### config.mk
export PLATFORM = sky130hd
export DESIGN_NAME = receiver
export DESIGN_NICKNAME = d
export VERILOG_FILES = /design/src/rtl/receiver.sv
export SDC_FILE = /design/constraint.sdc
export NUM_CORES = 1
export LEC_CHECK = 0
export CAP_MARGIN = 0
export CORE_MARGIN = 1
export CORE_UTILIZATION = 55
export DETAILED_ROUTE_END_ITERATION = 8
export GPL_ROUTABILITY_DRIVEN = 0
export PLACE_DENSITY = 0.79
export SETUP_SLACK_MARGIN = 0.02
export SLEW_MARGIN = 25
export SYNTH_ARGS = -nofsm -noshare
export SYNTH_HDL_FRONTEND = slang
export SYNTH_SLANG_ARGS = --single-unit
### constraint.sdc
create_clock -name Clk_S -period 2.2 [get_ports Clk_S]
set_input_delay 0.33 -clock Clk_S [delete_from_list [all_inputs] [get_ports Clk_S]]
set_output_delay 0.33 -clock Clk_S [all_outputs]
set_load 0.01 [all_outputs]
### src/rtl/receiver.sv
// receiver: serial-to-parallel receiver for the single-wire link.
//
// Samples S_Data on every rising Clk_S edge. The line idles low; a frame is a
// start bit (1), DATA_WIDTH data bits LSB first and, when RX_PARITY_EN is
// defined, one even-parity bit. There is no stop bit. Completed words are
// offered on a valid/ready interface. A word that completes while the previous
// one is still unconsumed is dropped.
//
// Configuration macro: RX_PARITY_EN (undefined by default) adds the PARITY
// state and drives RX_Parity_Err. Without it RX_Parity_Err is tied low.
//
// Ports:
//   Clk_S          in   link clock (rising edge)
//   Rst_n          in   asynchronous active-low reset
//   S_Data         in   serial line, already synchronous to Clk_S
//   RX_Ready       in   consumer accepts RX_Data this cycle
//   RX_Data        out  received word
//   RX_Data_Valid  out  RX_Data holds an unconsumed word
//   RX_Busy        out  frame reception in progress
//   RX_Overrun     out  one-cycle pulse: completed frame dropped
//   RX_Parity_Err  out  one-cycle pulse: parity mismatch
//
// state  | meaning
// -------+-----------------------------------------------
// IDLE   | line idle, waiting for a start bit
// DATA   | shifting in data bit number cnt
// PARITY | sampling the parity bit (RX_PARITY_EN only)

module receiver #(
    parameter int DATA_WIDTH = 55
) (
    input  logic                  Clk_S,
    input  logic                  Rst_n,
    input  logic                  S_Data,
    input  logic                  RX_Ready,
    output logic [DATA_WIDTH-1:0] RX_Data,
    output logic                  RX_Data_Valid,
    output logic                  RX_Busy,
    output logic                  RX_Overrun,
    output logic                  RX_Parity_Err
);

    typedef enum logic [1:0] {
        IDLE   = 2'd0,
        DATA   = 2'd1,
        PARITY = 2'd2
    } state_t;

    localparam logic [5:0] LAST = 6'(DATA_WIDTH - 1);

    state_t                  state;
    logic [5:0]              cnt;
    logic [DATA_WIDTH-1:0]   shreg;
    logic [DATA_WIDTH-1:0]   word;
    logic                    done;
    logic                    perr_now;

    // Completion is decided on the edge that samples the final bit of the
    // frame, so the assembled word includes the bit arriving on that edge.
    always_comb begin
        word     = shreg;
        done     = 1'b0;
        perr_now = 1'b0;
`ifdef RX_PARITY_EN
        if (state == PARITY) begin
            done     = 1'b1;
            perr_now = ^{S_Data, shreg};
        end
`else
        if (state == DATA && cnt == LAST) begin
            done                 = 1'b1;
            word[DATA_WIDTH-1]   = S_Data;
        end
`endif
    end

    always_ff @(posedge Clk_S or negedge Rst_n) begin
        if (!Rst_n) begin
            state         <= IDLE;
            cnt           <= 6'd0;
            shreg         <= '0;
            RX_Data       <= '0;
            RX_Data_Valid <= 1'b0;
            RX_Busy       <= 1'b0;
            RX_Overrun    <= 1'b0;
            RX_Parity_Err <= 1'b0;
        end else begin
            RX_Overrun    <= 1'b0;
            RX_Parity_Err <= 1'b0;

            case (state)
                IDLE: begin
                    if (S_Data) begin
                        state   <= DATA;
                        cnt     <= 6'd0;
                        RX_Busy <= 1'b1;
                    end
                end
                DATA: begin
                    shreg[cnt] <= S_Data;
                    cnt        <= cnt + 6'd1;
                    if (cnt == LAST) begin
`ifdef RX_PARITY_EN
                        state   <= PARITY;
`else
                        state   <= IDLE;
                        RX_Busy <= 1'b0;
`endif
                    end
                end
                PARITY: begin
                    state   <= IDLE;
                    RX_Busy <= 1'b0;
                end
                default: begin
                    state   <= IDLE;
                    RX_Busy <= 1'b0;
                end
            endcase

            // A consume and a new load on the same edge keep valid high.
            if (done) begin
                if (!RX_Data_Valid || RX_Ready) begin
                    RX_Data       <= word;
                    RX_Data_Valid <= 1'b1;
                end else begin
                    RX_Overrun    <= 1'b1;
                end
                RX_Parity_Err <= perr_now;
            end else if (RX_Data_Valid && RX_Ready) begin
                RX_Data_Valid <= 1'b0;
            end
        end
    end

endmodule

## Word level (Yosys, flattened, before mapping)

Index checks and enable logic that the tools add are counted.

- Register bits after elaboration: 121
- Bits in latches: 0
- Bits in writable memories: 0
- ROM bits: 0
- Bits of input ports: 4
- Output and inout bits: 59
- Word-level logic and storage cells: 45
- Memories kept: 0

- Add/subtract/negate cells: 1
- Multiply operators: 0
- Divide/modulo/power cells: 0
- $lt $le $gt $ge: 2
- Equal/unequal tests: 5
- Shift operators: 0
- Muxes and demuxes: 18
- Bitwise operators: 0
- Reductions and logical operators: 12

Operators by type and width:

| cell | count |
|---|---|
| bitwise mux 55 bit | 1 |
| case mux 6 bit (2 select lines) | 1 |
| two-way mux 1 bit | 10 |
| AND reduction 2 bit | 4 |
| less-than comparator 6 x 7 -> 1 bit, second input constant | 1 |
| adder 6 x 1 -> 6 bit, second input constant | 1 |
| demux 1 bit (select 6 bit) | 1 |
| equality test 6 bit, second input constant | 1 |
| greater-or-equal comparator 6 x 1 -> 1 bit, second input constant | 1 |
| two-way mux 6 bit | 1 |
| two-way mux 2 bit | 2 |
| != test 2 x 1 -> 1 bit, second input constant | 2 |
| case mux 2 bit (2 select lines) | 1 |
| nonzero test 2 bit | 2 |
| logical AND 1 bit | 3 |
| equality test 2 x 1 -> 1 bit, second input constant | 1 |
| logical NOT 2 bit | 1 |
| != test 2 bit, second input constant | 1 |
| case mux 1 bit (2 select lines) | 1 |
| logical NOT 1 bit | 1 |
| logical OR 1 bit | 1 |

## Logic depth before layout (Yosys ltp)

Gate-level depths: netlist of run 1.

- Depth after elaboration: 5
- Depth in mapped cells: 8
- Gate-level depth less buffers: 5

## Worst setup path after synthesis of run 1

OpenSTA, ideal clock, no wires.

- Path type: flip-flop to flip-flop
- From: reg cnt[0]
- To: reg RX_Data[0]
- Library setup time: 0.125 ns
- Arrival: 1.642 ns
- Data required time: 2.075 ns
- Path slack: 0.433 ns
- Cell stages (with the launch flop): 9
- Buffers on the path: 3
- Period minus slack after synthesis: 1.767 ns
- Cell sequence: dfrtp_1 buf_2 inv_1 ha_1 nand3_1 nor3b_2 buf_6 buf_12 mux2_4

- Longest elaborated chain between the ends: 4

RTL lines:

| item | line | text |
|---|---|---|
| start, declared | 52 | `logic [5:0] cnt;` |
| start signal, assigned | 101 | `cnt <= cnt + 6'd1;` |
| equality test 6 bit | 70 | `if (state == DATA && cnt == LAST) begin` |
| logical AND 1 bit | 70 |  |
| two-way mux 1 bit | 70 |  |
| AND reduction 2 bit (no line) | - |  |
| end signal, assigned | 124 | `RX_Data <= word;` |
| end, declared | 36 | `output logic [DATA_WIDTH-1:0] RX_Data,` |

Every way passes these cells.
A chain may end at the register's enable or synchronous reset.

## Worst setup path after layout of run 1

- From: reg RX_Busy
- To: out RX_Busy

RTL lines:

| item | line | text |
|---|---|---|
| start, declared | 38 | `output logic RX_Busy,` |
| start signal, assigned | 84 | `RX_Busy <= 1'b0;` |
| start signal, assigned | 96 | `RX_Busy <= 1'b1;` |
| start signal, assigned | 107 | `RX_Busy <= 1'b0;` |

No word-level cell between the ends.

==> impl_summary.txt, run 1 <==
----------------------------------------------------
[Routing]
  Total Wirelength ... roughly 10 mm
  Via count ... between 2000 and 3000
  DR iter-0 viols ... about 140
  Per-cell routed wire length ... ~18 um
  Number of vias per cell after detailed routing ... between 5 and 6
  Post-route antenna net violation count ... 0
  Number of detailed-routing iterations run before antenna repair ... 4
  DRC viols ... 0

[Setup path]
  CP max stage cell ... sky130_fd_sc_hd__clkdlybuf4s50_1
  Arrival time at the worst endpoint ... approximately 1.7 ns
  Path depth of the worst reg2reg path ... 6
  Required time of the critical path ... about 1.9 ns
  Critical path's largest stage delay ... a little under 0.6 ns
  Number of buffers and inverters on the critical path ... 2
  Worst reg2reg path endpoint ... RX_Data[15]$_DFFE_PN0P_
  Sort of element at the end of the critical path ... primary output
  Worst Path Class, Setup ... flip-flop to primary output
  Family with the most delay on the worst path ... buffers and inverters
  Cell Chain, Critical Path ... buf_4 -> clkdlybuf4s50_1
  Largest fanout of any net on the critical path ... 17
  Timing startpoint of the critical path ... RX_Busy$_DFFE_PN0P_
  Internal reg-to-reg setup slack ... ~0.27 ns
  Setup crit end ... RX_Busy
  Crit. path cell count ... 2
  CP startpoint kind ... flip-flop
  Worst R2R Start ... cnt[0]$_DFFE_PN0P_

[Clock tree]
  Source-to-sink clock delay at the later pin of the worst-skew pair ... ~0.51 ns
  Register clock-pin slew on the reported worst setup and hold paths ... 0.06 ns
  Buffer count from post-CTS setup fixing ... 0
  CTS tree ... yes
  H-tree depth ... 4
  Clock buffer depth ... 2
  CTS Root Buffer Type ... sky130_fd_sc_hd__clkbuf_8
  CTS buffer count ... 17
  Total number of clock tree sinks ... ~120
  Post-CTS Resized ... 0
  Hold-fix buffers, CTS ... 1

[Timing]
  Clock Skews ... around 0.011 ns
  F_max ... roughly 0.50 GHz
  Count of endpoints failing setup in the final report ... 0
  Setup TNS ... 0 ns
  Final Max Tran Viols ... 0
  Post-route clock period utilization ... roughly nine tenths
  Headroom to the max-slew limit ... a little under 60%
  Slew at the pin with the worst max-slew slack ... around 0.63 ns
  Shortest clock period the worst path allows after layout ... about 2.0 ns
  Setup repair after global routing missed its margin ... no
  Final Hold Vio Count ... 0

[Synthesis]
  Number of enable-type register cells in the synthesized netlist ... 0
  Most area-hungry cell type in the Yosys netlist ... sky130_fd_sc_hd__dfrtp_1
  Post-Synthesis Cells ... between 300 and 400
  Summed instance area of the synthesized netlist ... 0.00518 mm^2
  Syn Area/Cell ... ~15 um^2
  Count of cell types in the netlist ... 35
  Net Count, Synth ... around 360
  Most frequently used flop master after synthesis ... sky130_fd_sc_hd__dfrtp_1
  Register bit count reported by yosys ... between 100 and 150
  Synth warnings ... 0
  Proportion of synthesized chip area in sequential cells ... 57.0%
  Cell types occupying the most area after synthesis ... sky130_fd_sc_hd__dfrtp_1 (57%), sky130_fd_sc_hd__mux2_4 (14%), sky130_fd_sc_hd__mux2_2 (12%)
  Async SR Flop Fraction ... between 90% and 100%
  Portion of synthesized cell area occupied by the leading cell type ... a little under three fifths

[Placement]
  Detail Placement HPWL ... 6.09 mm
  Instance count after placement with tap cells included ... about 520
  Count of input and output buffers ... between 60 and 70

[Cells and area]
  Layout fillers ... ~600
  Layout-stage area growth over the synthesis result ... 25.7%
  Antenna fix cells ... 0
  Number of cells in the finished layout apart from fillers ... around 550
  Final net count ... roughly 440
  Fraction of layout cells with a size suffix above 1 ... a little over a third

[Run status]
  Status ... completed

[Die]
  Die span in x ... 99.1 um
  Rows ... 35
  Area of the placeable core ... a little over 0.009 mm^2
  Die ar. ... 0.00982 mm^2
  Die boundary height ... 99.1 um
  Count of pins on the block boundary ... 63
  Initial Util ... between 50% and 60%

[Worst hold path]
  Worst min-delay path class ... input port to async pin

[Power and ir drop]
  Final Total Pwr ... between 9 and 10 mW
  Pwr per Cell Area ... 1480 mW/mm^2
  IR drop worst, VDD ... ~0.85 mV
  Standby leakage power ... 2.89 nW

[Global routing]
  Total Routing Usage GR ... around 22%
  Number of antenna violations at the first check in global routing ... 0
  Vias in the first global route ... approximately 3200
  Total overflow reported by the global router ... 0
  First-pass GRT wire length ... approximately 16 mm
  Largest net degree at the start of global routing ... 69

[Flow run]
  Max Cap Violations ... 0

----------------------------------------------------
[cells in the mapped netlist, drive strengths merged (2+ instances only)]
cell	n
and3b	3
nand4b	3
o21ai	4
and4bb	3
nor2	30
nand2	32
dfrtp	118
inv	2
or3b	3
nand3	3
nor3b	4
nand2b	3
clkbuf	6
ha	2
nand3b	3
mux2	110
buf	15
[through the flow]
| stage | util [%] | setup slack [ns] | instance area (um^2) | hold WS [ns] |
|---|---|---|---|---|
| final | 70.8 | 0.216 | 6510 | 0.229 |
| after global routing | 70.8 | 0.151 | 6510 | 0.243 |
| after CTS | 70.8 | 0.194 | 6510 | 0.219 |
| after detailed placement | 64.2 | 0.0961 | 5900 | 0.221 |
| after global placement | 64.2 | 0.155 | 5900 | 0.216 |
| after floorplan | - | 0.433 | 5180 | 0.0344 |
[power by group]
| group | internal, mW | switching [mW] | leakage, nW |
|---|---|---|---|
| logic | 1.89 | 1.25 | 1.10 |
| registers | 3.11 | 0.586 | 1.51 |
| clock network | 1.84 | 0.954 | 0.281 |
[worst min path at each step]
stage | to | slack [ns] | startpoint | cells after the start
after global routing | RX_Data[8]$_DFFE_PN0P_ | 0.24 | Rst_n | 2
after global placement | RX_Data[8]$_DFFE_PN0P_ | 0.22 | Rst_n | 1
after detailed placement | RX_Data[8]$_DFFE_PN0P_ | 0.22 | Rst_n | 1
after floorplan | RX_Busy$_DFFE_PN0P_ | 0.03 | Rst_n | 0
after CTS | RX_Data[8]$_DFFE_PN0P_ | 0.22 | Rst_n | 2
final | RX_Data[8]$_DFFE_PN0P_ | 0.23 | Rst_n | 2
[cell type report]
class | count | area, um^2 | share of cell area, %
timing repair buffer | 77 | 768 | 11.8
inverter | 2 | 7.51 | 0.115
tap | 111 | 139 | 2.13
multi-input combinational | 214 | 2040 | 31.4
clock inverter | 12 | 178 | 2.73
sequential | 118 | 2950 | 45.3
clock buffer | 20 | 425 | 6.53
[cell families after synthesis]
group	count (synthesis)	share of synthesized area, %
AO/OA/AOI/OAI	7	0.748
AND/OR/NAND/NOR	93	10.3
adder cells (fa/ha/maj)	2	0.483
other	1	0.0723
buffers and inverters	23	3.74
multiplexers	111	27.7
flip-flops	118	57.0
[worst reg2reg max path: cells and delay by family, from the launching register on]
family        cells  cell delay [ns]
flops             1             0.38
fa+ha+maj         1             0.15
simple gates      2             0.50
mux               1             0.42
buf+inv           2             0.38
[placed cells by master (no fill, tap or decap), drive strengths merged]
cell type and n:
nor4b 1, nor3 1, o211ai 1, and4bb 3, inv 3, nand2b 3
clkdlybuf4s50 60, nor2 30, or3 1, o21ai 4, nand2 32, mux2 110
dfrtp 118, clkinv 3, mux2i 1, clkbuf 20, dlygate4sd3 1, o22ai 1
buf 16, clkinvlp 4, nand4b 3, and3b 3, nand3 3, conb 1
nand4 1, bufinv 4, nand3b 3, a21oi 1, or2 1, nor2b 1
ha 2, nor3b 4, or3b 3
[routing by layer]
| layer | vias up | routed length (um) | global-route usage, % |
|---|---|---|---|
| met5 | - | 0 | 0 |
| met4 | 0 | 107 | 7.58 |
| met3 | 9 | 390 | 5.46 |
| met2 | 72 | 4690 | 35.3 |
| met1 | 1524 | 4580 | 30.0 |
| li1 | 1377 | - | - |
[state kept, by name, summed over array words and instances, names as in the netlist]
| name | count |
|---|---|
| RX_Busy | 1 |
| RX_Data | 55 |
| RX_Data_Valid | 1 |
| RX_Overrun | 1 |
| cnt | 6 |
| shreg | 54 |
Note: power is estimated with default switching activity, not from simulation.
==> run 2, diff against run 1 <==
--- a/config.mk
+++ b/config.mk
@@ -10,6 +10,7 @@
 export CORE_UTILIZATION = 55
 export DETAILED_ROUTE_END_ITERATION = 8
 export GPL_ROUTABILITY_DRIVEN = 0
+export GPL_TIMING_DRIVEN = 0
 export PLACE_DENSITY = 0.79
 export SETUP_SLACK_MARGIN = 0.02
 export SLEW_MARGIN = 25
==> impl_summary.txt, run 2 (synthesis results as in run 1) <==
----------------------------------------------------
[Global routing]
  Largest net degree at the start of global routing ... between 70 and 80
  Total overflow reported by the global router ... 0
  Total Routing Usage GR ... between 20% and 30%
  Number of antenna violations at the first check in global routing ... 0
  Vias in the first global route ... between 3000 and 4000
  First-pass GRT wire length ... 17.4 mm

[Clock tree]
  CTS Root Buffer Type ... sky130_fd_sc_hd__clkbuf_8
  CTS tree ... yes
  Clock buffer depth ... 2
  Register clock-pin slew on the reported worst setup and hold paths ... 0.05 ns
  Post-CTS Resized ... 0
  Total number of clock tree sinks ... 118
  CTS buffer count ... 17
  H-tree depth ... 4
  Source-to-sink clock delay at the later pin of the worst-skew pair ... ~0.52 ns

[Power and ir drop]
  Final Total Pwr ... roughly 9.7 mW
  Combinational group share of total power ... roughly a third
  Switching share of total power ... 29.5%
  Relative contribution of the clock network to total power ... about 29%
  IR drop worst, VDD ... ~0.73 mV
  Power Internal ... between 6 and 7 mW
  Switching power total ... 2.86 mW
  Register share of total power ... between 30% and 40%
  Standby leakage power ... 2.93 nW
  Pwr per Cell Area ... ~1500 mW/mm^2

[Routing]
  Met1 WL ... ~4.7 mm
  Per-cell routed wire length ... approximately 19 um
  DRC viols ... 0
  Number of vias per cell after detailed routing ... about 5.6
  Top routing layer in use ... met4
  Total Wirelength ... about 11 mm
  DR WL met2 ... approximately 5.1 mm
  Number of detailed-routing iterations run before antenna repair ... 4
  Post-route antenna net violation count ... 0
  DR iter-0 viols ... between 150 and 200
  Via count ... about 3100
  Routed wl met3 ... approximately 380 um

[Timing]
  Headroom to the max-slew limit ... 58.9%
  Final Max Tran Viols ... 0
  Final Hold Vio Count ... 0
  Count of endpoints failing setup in the final report ... 0
  Slew at the pin with the worst max-slew slack ... 0.613 ns
  Setup repair after global routing missed its margin ... no
  Shortest clock period the worst path allows after layout ... 2.01 ns
  F_max ... about 0.50 GHz
  Clock Skews ... ~0.0085 ns
  Post-route clock period utilization ... between 90% and 100%

[Cells and area]
  Max reg flops ... 55
  Final net count ... 443
  Most common library cell in the layout ignoring fill and taps ... sky130_fd_sc_hd__dfrtp_1
  Antenna fix cells ... 0
  Final cell area excluding filler cells ... 0.00658 mm^2
  Final core occ ... approximately 72%
  Top reg by flops ... RX_Data
  Fraction of layout cells with a size suffix above 1 ... between 30% and 40%
  Layout-stage area growth over the synthesis result ... 26.9%
  Largest registers ... RX_Data: 55 flops, shreg: 54 flops, cnt: 6 flops
  Most frequent cells in the layout ... sky130_fd_sc_hd__dfrtp_1 (118), sky130_fd_sc_hd__clkdlybuf4s50_1 (60), sky130_fd_sc_hd__mux2_2 (54), sky130_fd_sc_hd__mux2_4 (50), sky130_fd_sc_hd__nand2_1 (32)

[Die]
  Area of the placeable core ... roughly 0.009 mm^2
  Die boundary height ... slightly below 100 um
  Count of pins on the block boundary ... 63
  Initial Util ... approximately 56%
  Die span in x ... between 90 and 100 um
  Die ar. ... ~0.0098 mm^2
  Rows ... 35

[Setup path]
  Sort of element at the end of the critical path ... flip-flop
  Arrival time at the worst endpoint ... 2.41 ns
  Worst Path Class, Setup ... flip-flop to flip-flop
  Worst R2R Start ... cnt[0]$_DFFE_PN0P_
  CP startpoint kind ... flip-flop
  Largest fanout of any net on the critical path ... 10
  Required time of the critical path ... between 2 and 3 ns
  Timing startpoint of the critical path ... cnt[0]$_DFFE_PN0P_

[Placement]
  Count of input and output buffers ... between 60 and 70
  Cell Area, Placed ... between 0.005 and 0.006 mm^2
  Detail Placement HPWL ... around 6.5 mm

[Worst hold path]
  Worst min-delay path class ... input port to async pin

[Run status]
  Status ... completed

[Flow run]
  Max Cap Violations ... 0

----------------------------------------------------
[run 2: cell types whose count changed in the layout (fill, tap and decap cells not counted), sizes merged]
cell      delta
clkbuf       +9
clkinvlp     -2
buf          +1
bufinv       -1
inv          -1
[run 2: worst paths after layout]
path,end,slack (ns),cells past startpoint
setup / recovery,RX_Data[27]$_DFFE_PN0P_,0.19,8
hold / removal,RX_Data[9]$_DFFE_PN0P_,0.31,2
setup reg to reg,RX_Data[27]$_DFFE_PN0P_,0.19,8
hold reg to reg,shreg[8]$_DFFE_PN0P_,0.49,1
max in group asynchronous,shreg[43]$_DFFE_PN0P_,1.20,3
min in group Clk_S,shreg[8]$_DFFE_PN0P_,0.49,1
[run 2: through the flow]
stage / setup WS [ns] / cells / TNS, ns / hold slack, ns
floorplan: 0.433 / 355 / 0 / 0.0344
global placement: -3.52 / 527 / -415.06 / 0.479
detailed placement: 0.200 / 528 / 0 / 0.290
CTS: 0.203 / 560 / 0 / 0.314
global route: 0.103 / 560 / 0 / 0.334
finish: 0.194 / 560 / 0 / 0.307
[run 2: cell type report]
| cell class | instances | area, um^2 |
|---|---|---|
| Tap cell | 111 | 139 |
| Clock buffer | 23 | 487 |
| Timing Repair Buffer | 63 | 649 |
| Multi-Input combinational cell | 214 | 2040 |
| Fill cell | 624 | 2620 |
| Inverter | 2 | 7.51 |
| Clock inverter | 8 | 120 |
| Sequential cell | 118 | 2950 |
| Buffer | 21 | 186 |
[run 2: per-layer routing]
layer / vias to the layer above / track usage [%]
met2: 100 / 38.7
met3: 36 / 5.32
li1: 1391 / -
met1: 1590 / 30.8
met5: - / 0
met4: 0 / 12.0
[run 2: what timing repair did]
| item | 4_1_cts | 5_1_grt |
|---|---|---|
| buffers inserted | 0 | 0 |
| hold buffers | 1 | 0 |
| hold endpoints to repair | 47 | 0 |
| endpoints found under the setup margin | 0 | 0 |
[run 2: critical path: stages (launching register included)]
cell                      delay (ns)
sky130_fd_sc_hd__dfrtp_1        0.38
sky130_fd_sc_hd__buf_2          0.19
sky130_fd_sc_hd__inv_1          0.08
sky130_fd_sc_hd__ha_1           0.16
sky130_fd_sc_hd__nand3_1        0.14
sky130_fd_sc_hd__nor3b_2        0.20
sky130_fd_sc_hd__buf_6          0.24
sky130_fd_sc_hd__buf_12         0.18
sky130_fd_sc_hd__mux2_4         0.31
[run 2: power groups by stage]
stage,sequential (mW),combinational [mW],clock [mW]
finish,3.72,3.16,2.81
global route,3.82,3.39,2.96
CTS,3.73,3.18,2.85
detailed placement,3.72,3.12,0
global placement,3.68,3.00,0
floorplan,3.73,1.75,0
